**src/rtl/ebpc_out_packer.sv**
```systemverilog
// ebpc_out_packer: assembles the decoder's one-value-per-beat stream into
// PACK-lane words with per-lane strobes, a last flag and a per-frame count.
module ebpc_out_packer #(
  parameter int unsigned DATA_W = 8,
  parameter int unsigned PACK   = 4,
  parameter int unsigned LEN_W  = 24
) (
  input  logic                   clk_i,
  input  logic                   rst_ni,
  input  logic [DATA_W-1:0]      data_i,
  input  logic                   last_i,
  input  logic                   vld_i,
  output logic                   rdy_o,
  output logic [PACK*DATA_W-1:0] data_o,
  output logic [PACK-1:0]        strb_o,
  output logic                   last_o,
  output logic [LEN_W-1:0]       frame_len_o,
  output logic                   vld_o,
  input  logic                   rdy_i
);

  localparam int unsigned IDX_W = (PACK > 1) ? $clog2(PACK) : 1;

  localparam logic [0:0] FILL = 1'b0;
  localparam logic [0:0] HOLD = 1'b1;

  logic [0:0]             state_q, state_d;
  logic [PACK*DATA_W-1:0] data_q,  data_d;
  logic [PACK-1:0]        strb_q,  strb_d;
  logic                   last_q,  last_d;
  logic [LEN_W-1:0]       len_q,   len_d;
  logic [IDX_W-1:0]       idx_q,   idx_d;
  logic [LEN_W-1:0]       cnt_q,   cnt_d;

  logic                   in_fire;
  logic                   out_fire;
  logic [IDX_W-1:0]       lane;

  // Handshake: the word is offered only in HOLD; input ready passes rdy_i
  // through while a word is held so a drained word can be refilled at once.
  always_comb begin
    vld_o    = (state_q == HOLD);
    rdy_o    = (state_q == FILL) | rdy_i;
    in_fire  = vld_i & rdy_o;
    out_fire = vld_o & rdy_i;
  end

  // Next-state: FILL and HOLD share one write path; a HOLD-state write always
  // lands in lane 0 of the word cleared by the simultaneous output fire.
  always_comb begin
    state_d = state_q;
    data_d  = data_q;
    strb_d  = strb_q;
    last_d  = last_q;
    len_d   = len_q;
    idx_d   = idx_q;
    cnt_d   = cnt_q;
    lane    = (state_q == HOLD) ? '0 : idx_q;

    if (out_fire) begin
      state_d = FILL;
      data_d  = '0;
      strb_d  = '0;
      last_d  = 1'b0;
      len_d   = '0;
      idx_d   = '0;
    end

    if (in_fire) begin
      for (int unsigned k = 0; k < PACK; k++) begin
        if (lane == IDX_W'(k)) begin
          data_d[k*DATA_W +: DATA_W] = data_i;
          strb_d[k]                  = 1'b1;
        end
      end
      cnt_d = last_i ? '0 : cnt_q + LEN_W'(1);
      if ((lane == IDX_W'(PACK - 1)) || last_i) begin
        state_d = HOLD;
        last_d  = last_i;
        len_d   = last_i ? cnt_q + LEN_W'(1) : '0;
        idx_d   = '0;
      end else begin
        idx_d   = lane + IDX_W'(1);
      end
    end
  end

  // State registers with asynchronous active-low reset.
  always_ff @(posedge clk_i or negedge rst_ni) begin
    if (!rst_ni) begin
      state_q <= FILL;
      data_q  <= '0;
      strb_q  <= '0;
      last_q  <= 1'b0;
      len_q   <= '0;
      idx_q   <= '0;
      cnt_q   <= '0;
    end else begin
      state_q <= state_d;
      data_q  <= data_d;
      strb_q  <= strb_d;
      last_q  <= last_d;
      len_q   <= len_d;
      idx_q   <= idx_d;
      cnt_q   <= cnt_d;
    end
  end

  // Outputs come straight from the assembly register.
  always_comb begin
    data_o      = data_q;
    strb_o      = strb_q;
    last_o      = last_q;
    frame_len_o = len_q;
  end

endmodule
```
**config.mk**
```make
export PLATFORM = sky130hd
export DESIGN_NAME = ebpc_out_packer
export DESIGN_NICKNAME = d
export VERILOG_FILES = /design/src/rtl/ebpc_out_packer.sv
export SDC_FILE = /design/constraint.sdc
export NUM_CORES = 1
export LEC_CHECK = 0
export ABC_AREA = 1
export CORE_UTILIZATION = 45
export CTS_CLUSTER_DIAMETER = 150
export DETAILED_ROUTE_END_ITERATION = 12
export GPL_TIMING_DRIVEN = 0
export PLACE_DENSITY = 0.7
export SLEW_MARGIN = 10
export SYNTH_ARGS = -nofsm -noshare
export SYNTH_HDL_FRONTEND = slang
export SYNTH_SLANG_ARGS = --single-unit
```
**constraint.sdc**
```tcl
create_clock -name clk_i -period 2.1 [get_ports clk_i]
set_input_delay 0.21 -clock clk_i [delete_from_list [all_inputs] [get_ports clk_i]]
set_output_delay 0.21 -clock clk_i [all_outputs]
set_load 0.02 [all_outputs]
```
# Word level (Yosys, flattened, before mapping)
# Cells that the tools add are included.
# Widths: inputs -> output; s select.
[totals]
word_cells = 46
output_inout_bits = 63
input_bits = 13
register_bits = 88
[classes]
n_reduce_logical = 3
muxes = 27
addsub = 2
bitwise_logic = 4
n_eq_ne = 3
[ops]
columns = ["cell", "count"]
rows = [
  ["$mux 24", 5],
  ["$mux 32", 2],
  ["$mux 8", 4],
  ["$add 24x1->24 const B", 1],
  ["$mux 1", 10],
  ["$mux 2", 4],
  ["$mux 4", 2],
  ["$eq 2x2->1 const B", 2],
  ["$add 2x1->2 const B", 1],
  ["$and 1x1->1", 2],
  ["$eq 2x1->1 const B", 1],
  ["$logic_not 2->1", 1],
  ["$reduce_bool 2->1", 1],
  ["$logic_or 1x1->1", 1],
  ["$not 1->1", 1],
  ["$or 1x1->1", 1],
]

# Longest topological paths before layout
# Gate-level depths: netlist of the first run.
[logic_depth]
depth_word = 5
ltp_mapped = 11
ltp_nobuf = 10

# Least setup slack after synthesis of the first run
# No wires, ideal clock.
[synth_path]
path_kind = "register to register"
startpoint = "reg state_q (netlist: vld_o)"
endpoint = "reg data_q[30] (netlist: data_o[30])"
setup_ps = 126
required_time_ps = 1974
slack_ps = 494
n_path_buf = 1
path_stages_with_launch = 9
period_less_slack_ps = 1606
arrival_time_ps = 1479
cell_sequence = "dfrtp_1 -> nor2_1 -> ha_1 -> inv_1 -> nor2_2 -> inv_1 -> buf_2 -> nand3_1 -> o21ai_0"
[synth_via]
elab_chain_cells = 4
word_cells_on_any_way = 9
classes_between = "1 x eq/ne; 4 x mux; 4 x bitwise"
[synth_lines]
columns = ["element", "line", "rtl"]
rows = [
  ["start: declaration", "27", "logic [0:0] state_q, state_d;"],
  ["start signal: assignment", "99", "state_q <= state_d;"],
  ["$mux 2 (tied with other cells)", "58", "lane = (state_q == HOLD) ? '0 : idx_q;"],
  ["$eq 2x2->1 (tied with other cells)", "71", "if (lane == IDX_W'(k)) begin"],
  ["$mux 8 or $and 1x1->1 (tied branches)", "71, 44", ""],
  ["$mux 32 *", "69", "if (in_fire) begin"],
  ["via data_d[30]", "28", "logic [PACK*DATA_W-1:0] data_q, data_d;"],
  ["end signal: assignment", "100", "data_q <= data_d;"],
  ["end: declaration", "28", ""],
]
# Mark *: on every way through the listed nets, which the timed path passes. The rest lies on a longest branch.
# A chain may end at the register's enable or synchronous reset.

# Final worst setup path of the first run
[layout_path]
startpoint = "reg state_q (netlist: vld_o)"
endpoint = "reg data_q[31] (netlist: data_o[31])"
# The elaborated chain is that of the path after synthesis.

==> results of run 1 <==
-- worst max-delay path: stages, from the launching register on --
cell and delay [ps]:
dfrtp_1 450, nor2_1 300, ha_1 200, inv_1 50, nor2_2 190, inv_1 170, buf_2 200, o21ai_0 190
-- repair_timing --
item                                   CTS  global route
endpoints found under the hold margin   43             0
setup endpoints to repair                0             0
hold buffers                             1             0
-- per-layer routing --
layer / GRT usage / share of wire / vias up
li1: - / - / 1732
met1: 0.282 / 0.45 / 1645
met2: 0.349 / 0.47 / 101
met3: 0.0640 / 0.060 / 18
met4: 0.0747 / 0.023 / 0
met5: 0 / 0 / -
-- where the power goes --
group          internal (mW)  leakage [nW]  switching [mW]
Combinational          0.333          1.06           0.449
Sequential              1.82          1.20          0.0910
Clock                  0.710         0.113           0.637
Total                   2.87          2.37            1.18
-- path summary, 6_finish.rpt --
check | start | end | slack (ps)
max | vld_o | data_o[31] | 250
min | rst_ni | frame_len_o[6] | 390
max reg2reg | vld_o | data_o[31] | 250
min reg2reg | frame_len_o[16] | frame_len_o[16] | 480
max in group asynchronous | rst_ni | data_o[3] | 1080
min in group clk_i | frame_len_o[16] | frame_len_o[16] | 480
-- per-stage QoR --
step / power (mW) / setup slack (ps) / TNS (ps) / utilization / hold WS [ps]
after CTS: 4.07 / 273 / 0 / 0.600 / 412
after global routing: 4.22 / 93.0 / 0 / 0.600 / 433
final: 4.04 / 251 / 0 / 0.600 / 393
after floorplan: 2.33 / 494 / 0 / - / -85.6
after detailed placement: 2.73 / 255 / 0 / 0.573 / 252
after global placement: 2.71 / -2430 / -213530 / 0.570 / 463
-- area by class of cell --
cell class | count | area (um2)
clock inverter | 6 | 90.1
multi-input combinational | 335 | 1630
timing repair buffer | 77 | 786
inverter | 39 | 149
sequential | 88 | 2200
buffer | 16 | 121
tap | 108 | 135
fill | 760 | 3510
clock buffer | 10 | 138
-- sequential cells by signal, summed over array words and instances, names as in the netlist --
signal	count
cnt_q	24
last_o	1
vld_o	1
strb_o	4
idx_q	2
data_o	32
frame_len_o	24
-- kinds of logic (layout without fill, tap and decap cells) --
group,count (synthesis),count (layout)
simple gates,260,260
flops,88,88
fa+ha+maj,5,5
compound gates,62,62
xor+xnor,8,8
buf+inv,55,148
-- cells in the mapped netlist (all sizes together) --
cell type  instances
nand4              3
xnor2              1
o21ai             51
buf               12
nand3             71
o21bai             4
dfrtp             88
clkbuf             4
o22ai              6
xor2               7
nand2            148
inv               39
ha                 5
nor2              38
o21a               1
==> results.md, run 1 <==
* Avg Inst Size Synth at approximately 8.6 um2
* RSZ-0062 raised after global routing: false
* Layout area overhead at 28.0%
* Worst path required time at 2360 ps
* GR Util All Layers at 0.218
* Final Max Tran Viols at 0
* Routed vias at 3496
* Mux contribution to synthesized area at 0
* Cell taking the most area after synthesis: dfrtp_1
* Commonest cells after routing, fill and taps aside: 141 x nand2_1, 88 x dfrtp_1, 74 x clkdlybuf4s50_1
* Area after DPL at approximately 5000 um2
* Crit path DAT at between 2000 and 2500 ps
* Slew headroom at 0.611
* Min Tclk post-route at around 1800 ps
* CTS buffer count at 9
* Num rows at 34
* Layout cells sized above 1 at 0.0963
* Post-Synth XOR/XNOR Area at 0.0171
* CTS tree: built
* Initial core utilization at 0.469
* Syn_nets at 496
* Max VDD drop at about 0.00056 V
* Antenna-violating nets left at 0
* Max_cap viols at 0
* Die Width at about 100 um
* Sequential share of the synthesized area at 0.536
* DIE AREA at about 9500 um2
* Crit start category: register
* PwrDens at between 700 and 800 nW/um2
* Post-Synthesis Cells at approximately 480
* Fmax at 541 MHz
* Synth top area share at 0.536
* Cell Area, Synth at between 4000 and 5000 um2
* Fin area at about 5300 um2
* Pre-antenna DRT Iters at 4
* Nets at 584
* CP Capture Type: register
* Htree depth at 3
* FF+latch count, synth at 88
* GP Congestion at 0.870
* Commonest non-fill, non-tap cell in the layout: nand2_1
* Synth Area in Adders at 0.0152
* Total routed wirelength at 9.98 mm
* Synth top area cells: dfrtp_1 54%, nand2_1 13%, nand3_1 8.5%
* HP Class: in -> async
* Buffers on Ports at 75
* Status: finished clean
* Maximum fanout along the worst path at 10
* Die Y at about 98 um
* Largest family of logic cells by synthesized area: simple AND/OR/NAND/NOR gates
* Clock Path Buffers at 2
* Fin. Hold Viols at 0
* First DRT Iteration DRCs at about 150
* Vias in the first global route at roughly 3500
* GR Overflow Total at 0
* Reg clk slew, reported paths at around 100 ps
* Skew final at 12.0 ps
* Clock sinks at around 90
* Reg2reg path depth at 7
* Residual DRC at 0
* Post-CTS sizing at 0
* Final std cells w/o fill at around 680
* DP Cell Count at 662
* First-pass GRT wire length at approximately 17 mm
* Post-Synth Simple-Gate Area at 0.283
* Setup Crit Path Kind: reg -> reg
* WL per Instance at 14.7 um
* Dpl hpwl at ~7 mm
* Ant. Diodes at 0
* Setup violators final at 0
* Clk root buf: clkbuf_8
* I/O pins at 76
* Yosys cell types at 28
* Core Area at a little under 9000 um2
* Largest net degree at the start of global routing at between 40 and 50
* Worst-margin pin slew at 583 ps
* Antenna violations before repair at 0
* Compound-Gate Fraction of Synth Area at 0.0823
* Worst skew pair latency at around 350 ps
* Final period util at 0.881
* LEAKAGE at 2.37 nW
* Synth Warn # at 0
* Postcts setup bufs at 0
* Via density at between 5 and 6
Note: power is estimated with default switching activity, not from simulation.
==> run 2, diff against run 1 <==
--- a/config.mk
+++ b/config.mk
@@ -6,11 +6,12 @@
 export NUM_CORES = 1
 export LEC_CHECK = 0
 export ABC_AREA = 1
-export CORE_UTILIZATION = 45
+export CORE_UTILIZATION = 40
 export CTS_CLUSTER_DIAMETER = 150
 export DETAILED_ROUTE_END_ITERATION = 12
 export GPL_TIMING_DRIVEN = 0
-export PLACE_DENSITY = 0.7
+export PLACE_DENSITY = 0.67
+export RECOVER_POWER = 25
 export SLEW_MARGIN = 10
 export SYNTH_ARGS = -nofsm -noshare
 export SYNTH_HDL_FRONTEND = slang
==> results.md, run 2 (synthesized netlist as in run 1, its figures left out) <==
* Residual DRC at 0 (unchanged)
* CTS buffer count at 9 (unchanged)
* Fin area at 5260 um2 (about the same)
* Nets at 584 (unchanged)
* Die Width at 103 um (was 97.5 um)
* Area after DPL at 5050 um2 (was 5020 um2)
* I/O pins at 76 (unchanged)
* Total routed wirelength at 9.98 mm (about the same)
* Slew headroom at 0.430 (was 0.611)
* Worst path required time at 2340 ps (was 2360 ps)
* Utilization after layout at 0.533 (was 0.600)
* Dpl hpwl at 7.39 mm (was 7.20 mm)
* DIE AREA at 10700 um2 (was 9510 um2)
* PwrDens at 762 nW/um2 (was 770 nW/um2)
* Initial core utilization at 0.416 (was 0.469)
* Status: finished clean (unchanged)
* Clk root buf: clkbuf_8 (unchanged)
* Htree depth at 3 (unchanged)
* WL per Instance at 14.2 um (was 14.7 um)
* LEAKAGE at 2.35 nW (was 2.37 nW)
* CTS tree: built (unchanged)
* Antenna violations before repair at 0 (unchanged)
* Via density at 4.92 (was 5.15)
* Max VDD drop at 0.000484 V (was 0.000558 V)
* Sum Neg Setup Slack at 0 ps (unchanged)
* DP Cell Count at 687 (was 662)
* Fin. Hold Viols at 0 (unchanged)
* Fmax at 563 MHz (was 541 MHz)
* Antenna-violating nets left at 0 (unchanged)
* Routed vias at 3463 (was 3496)
* Worst-margin pin slew at 856 ps (was 583 ps)
* First-pass GRT wire length at 16.7 mm (about the same)
* First DRT Iteration DRCs at 163 (was 147)
* Clock Path Buffers at 2 (unchanged)
* Postcts setup bufs at 0 (unchanged)
* RSZ-0062 raised after global routing: false (unchanged)
* CP Capture Type: register (unchanged)
* Crit path DAT at 2020 ps (was 2110 ps)
* Hold Worst Slack at 294 ps (was 393 ps)
* HP Class: in -> async (unchanged)
* Commonest cells after routing, fill and taps aside: 141 x nand2_1, 88 x dfrtp_1, 74 x clkdlybuf4s50_1 (unchanged)
* Die Y at 103 um (was 97.5 um)
* Pre-antenna DRT Iters at 4 (unchanged)
* Final std cells w/o fill at 704 (was 679)
* Layout cells sized above 1 at 0.0946 (was 0.0963)
* Reg clk slew, reported paths at 100 ps (about the same)
* Min Tclk post-route at 1780 ps (was 1850 ps)
* Reg-to-reg slack, setup at 320 ps (was 250 ps)
* Commonest non-fill, non-tap cell in the layout: nand2_1 (unchanged)
* Worst r2r src: vld_o (unchanged)
* R2r endpoint: data_o[30] (was data_o[31])
* Layout area overhead at 28.0% (about the same)
* Max_cap viols at 0 (unchanged)
* Num rows at 36 (was 34)
* Vias in the first global route at 3444 (was 3474)
* Skew final at 9.04 ps (was 12.0 ps)
* Maximum fanout along the worst path at 10 (unchanged)
* Final Max Tran Viols at 0 (unchanged)
* Setup violators final at 0 (unchanged)
* Worst skew pair latency at 350 ps (about the same)
* GR Util All Layers at 0.206 (was 0.218)
* Ant. Diodes at 0 (unchanged)
* Setup Crit Path Kind: reg -> reg (unchanged)
* Largest net degree at the start of global routing at 63 (was 46)
* Clock sinks at 88 (unchanged)
* Final period util at 0.846 (was 0.881)
* GP Congestion at 0.892 (was 0.870)
* GR Overflow Total at 0 (unchanged)
* Crit start category: register (unchanged)
* Core Area at 9860 um2 (was 8760 um2)
* Reg2reg path depth at 8 (was 7)
* Buffers on Ports at 75 (unchanged)
* Max FFs per register at 32 (unchanged)
==> run 2: changes by cell type in the layout (fill, tap and decap cells not counted) <==
cell        change
clkbuf_4        +1
clkbuf_1        +1
clkinv_2        -1
clkbuf_8        -1
inv_6           -1
buf_16          -1
clkinvlp_4      +2
==> run 2: worst max-delay path, cell delays in order (launching register included) <==
cell	delay (ps)
dfrtp_1	440
nor2_1	270
ha_1	190
inv_1	50
nor2_2	190
inv_1	170
buf_2	210
nand3_1	80
o21ai_0	80
==> run 2: timing repair <==
action	4_1_cts	5_1_grt
endpoints found under the setup margin	0	0
gates resized for setup	0	0
hold buffers	1	0
endpoints found under the hold margin	26	0
==> run 2: power breakdown <==
part	leakage, nW	total (mW)	internal [mW]	switching, mW
registers	1.20	1.92	1.82	0.0945
clock network	0.0991	1.31	0.675	0.635
logic	1.05	0.775	0.329	0.446
==> run 2: worst max-delay path by stage <==
stage / startpoint / to / slack (ps) / depth (start not counted)
floorplan: vld_o / data_o[30] / 490 / 8
detailed placement: rdy_i / data_o[23] / 240 / 9
CTS: vld_o / data_o[30] / 290 / 8
global route: vld_o / data_o[26] / 150 / 7
global placement: rst_ni / data_o[20] / -2400 / 1
finish: vld_o / data_o[30] / 320 / 8
==> run 2: cell type report <==
class / count / area [um2]
Inverter: 39 / 149
Clock buffer: 10 / 128
Clock inverter: 6 / 91.3
Timing Repair Buffer: 77 / 766
Fill cell: 914 / 4610
Buffer: 16 / 121
Tap cell: 133 / 166
Sequential cell: 88 / 2200
Multi-Input combinational cell: 335 / 1630
==> run 2: routing by layer <==
metal,vias to the layer above,GRT usage,part of all wire
li1,1727,-,-
met1,1618,0.259,0.44
met2,100,0.341,0.48
met3,18,0.0625,0.060
met4,0,0.0661,0.015
met5,-,0,0
==> run 2: stage by stage <==
step	setup WS [ps]	power, mW
CTS	287	4.04
floorplan	494	2.33
detailed placement	242	2.73
finish	323	4.00
global route	152	4.18
global placement	-2400	2.71
==> run 3, diff against run 2 <==
--- a/config.mk
+++ b/config.mk
@@ -10,7 +10,7 @@
 export CTS_CLUSTER_DIAMETER = 150
 export DETAILED_ROUTE_END_ITERATION = 12
 export GPL_TIMING_DRIVEN = 0
-export PLACE_DENSITY = 0.67
+export PLACE_DENSITY = 0.69
 export RECOVER_POWER = 25
 export SLEW_MARGIN = 10
 export SYNTH_ARGS = -nofsm -noshare
==> constraint.sdc (replaced) <==
create_clock -name clk_i -period 1.6 [get_ports clk_i]
set_input_delay 0.16 -clock clk_i [delete_from_list [all_inputs] [get_ports clk_i]]
set_output_delay 0.16 -clock clk_i [all_outputs]
set_load 0.02 [all_outputs]
==> results.md, run 3 (synthesized netlist as in run 1, its figures left out) <==
* Sum Neg Setup Slack at 0 ps (unchanged)
* Utilization after layout at 0.545 (was 0.533)
* Worst r2r src: vld_o (unchanged)
* Die Y at 103 um (unchanged)
* Reg clk slew, reported paths at 90 ps (was 100 ps)
* Layout area overhead at 30.9% (was 28.0%)
* Hold Worst Slack at 417 ps (was 294 ps)
* Commonest cells after routing, fill and taps aside: 138 x nand2_1, 85 x dfrtp_1, 72 x clkdlybuf4s50_1 (was 141 x nand2_1, 88 x dfrtp_1, 74 x clkdlybuf4s50_1)
* Residual DRC at 0 (unchanged)
* Num rows at 36 (unchanged)
* Routed vias at 3492 (was 3463)
* WL per Instance at 13.9 um (was 14.2 um)
* Status: finished clean (unchanged)
* LEAKAGE at 2.41 nW (was 2.35 nW)
* Die Width at 103 um (unchanged)
* Nets at 590 (was 584)
* Place WS at -218 ps (was 242 ps)
* R2r endpoint: frame_len_o[10] (was data_o[30])
* Slew headroom at 0.245 (was 0.430)
* Fin. Hold Viols at 0 (unchanged)
* Fmax at 656 MHz
* Via density at 4.92 (about the same)
* Clock Path Buffers at 2 (unchanged)
* Largest net degree at the start of global routing at 46 (was 63)
* Skew final at 10.3 ps (was 9.04 ps)
* Ant. Diodes at 0 (unchanged)
* Crit start category: register (unchanged)
* Pre-antenna DRT Iters at 4 (unchanged)
* DP Cell Count at 687 (unchanged)
* Commonest non-fill, non-tap cell in the layout: nand2_1 (unchanged)
* Vias in the first global route at 3493 (was 3444)
* RSZ-0062 raised after global routing: true (was false)
* I/O pins at 76 (unchanged)
* First DRT Iteration DRCs at 144 (was 163)
* Hold path depth at 3
* Clk root buf: clkbuf_8 (unchanged)
* Worst path top cell family by delay: buffers and inverters (was simple AND/OR/NAND/NOR gates)
* GR Util All Layers at 0.202 (was 0.206)
* Worst setup margin at 76.6 ps (was 323 ps)
* Max_cap viols at 0 (unchanged)
* Reg2reg path depth at 10 (was 8)
* Fin area at 5380 um2 (was 5260 um2)
* Slowest stage delay, CP at 620 ps (was 440 ps)
* Final period util at 0.952
* HP Class: in -> reg (was in -> async)
* CTS tree: built (unchanged)
* Min Tclk post-route at between 1500 and 2000 ps
* Worst path required time at 1440 ps (was 2340 ps)
* Worst-margin pin slew at 1130 ps (was 856 ps)
* Htree depth at 3 (unchanged)
* Crit path DAT at 1360 ps (was 2020 ps)
* Setup Crit Path Kind: reg -> out (was reg -> reg)
* Critical-path top delay cell: clkdlybuf4s50_1 (was dfrtp_1)
* Core Area at 9860 um2 (unchanged)
* Total routed wirelength at 9.85 mm (was 9.98 mm)
* Hold path endpoint: data_o[31]
* CP Capture Type: output port (was register)
* Maximum fanout along the worst path at 2 (was 10)
* Antenna-violating nets left at 0 (unchanged)
* Setup violators final at 0 (unchanged)
* Layout cells sized above 1 at 0.132 (was 0.0946)
* DIE AREA at 10700 um2 (unchanged)
* Max FFs per register at 32 (unchanged)
* Area after DPL at 5050 um2 (about the same)
* Worst skew pair latency at 360 ps (was 350 ps)
* Clock sinks at 88 (unchanged)
* Final std cells w/o fill at 710 (was 704)
* Reg-to-reg slack, setup at 80 ps (was 320 ps)
* GR Overflow Total at 0 (unchanged)
* Antenna violations before repair at 0 (unchanged)
* Overall power at 5.16 mW (was 4.00 mW)
* Dpl hpwl at 7.32 mm (was 7.39 mm)
* GP Congestion at 0.911 (was 0.892)
* Worst hold start: data_i[7]
* Buffers on Ports at 75 (unchanged)
* Max VDD drop at 0.000481 V (was 0.000484 V)
* Buf/Inv on CP at 1 (was 3)
* PwrDens at 961 nW/um2 (was 762 nW/um2)
* Final Max Tran Viols at 0 (unchanged)
* First-pass GRT wire length at 16.4 mm (was 16.7 mm)
* CTS buffer count at 9 (unchanged)
* Initial core utilization at 0.416 (unchanged)
* CP cell instances: clkdlybuf4s50_1 (was nor2_1 > ha_1 > inv_1 > nor2_2 > inv_1 > buf_2 > nand3_1 > o21ai_0)
[run 3: cell types whose count changed in the layout (fill, tap and decap cells not counted), sizes merged]
cell | before | now
buf | 13 | 18
clkinvlp | 3 | 1
clkbuf | 15 | 17
dlygate4sd2 | 0 | 2
clkdlybuf4s50 | 74 | 72
bufinv | 2 | 1
clkinv | 0 | 2
[run 3: layer usage]
| metal | up-vias | GRT usage | share of wire |
|---|---|---|---|
| met3 | 20 | 0.0571 | 0.066 |
| met2 | 92 | 0.343 | 0.48 |
| met1 | 1635 | 0.246 | 0.43 |
| met5 | - | 0 | 0 |
| met4 | 0 | 0.0780 | 0.022 |
| li1 | 1745 | - | - |
[run 3: what timing repair did]
| item | CTS | global route |
|---|---|---|
| pin swaps | 3 | 3 |
| gates cloned | 0 | 0 |
| buffers inserted | 1 | 5 |
| endpoints found under the hold margin | 43 | 0 |
| endpoints found under the setup margin | 63 | 52 |
| hold buffers | 1 | 0 |
| resized for setup | 11 | 19 |
[run 3: area by class of cell]
| class | instances | area (um2) |
|---|---|---|
| repair buffers | 83 | 826 |
| plain buffers | 16 | 128 |
| flip-flops and latches | 88 | 2210 |
| fillers | 902 | 4490 |
| inverters | 39 | 151 |
| multi-input cells | 335 | 1690 |
| clock inverters | 5 | 63.8 |
| well taps | 133 | 166 |
| clock buffers | 11 | 141 |
[run 3: how the worst max path moves through the flow]
stage	from	to	slack (ps)	depth (start not counted)
CTS	vld_o	data_o[10]	10	6
detailed placement	rdy_i	data_o[17]	-220	8
floorplan	vld_o	data_o[30]	30	8
global route	vld_o	frame_len_o[9]	-50	10
global placement	rst_ni	data_o[15]	-2870	1
finish	data_o[5]	data_o[5]	80	1
[run 3: power breakdown]
group	leakage [nW]	switching [mW]	total [mW]	internal, mW
registers	1.19	0.125	2.52	2.40
logic	1.11	0.604	1.06	0.460
clock network	0.100	0.802	1.58	0.776
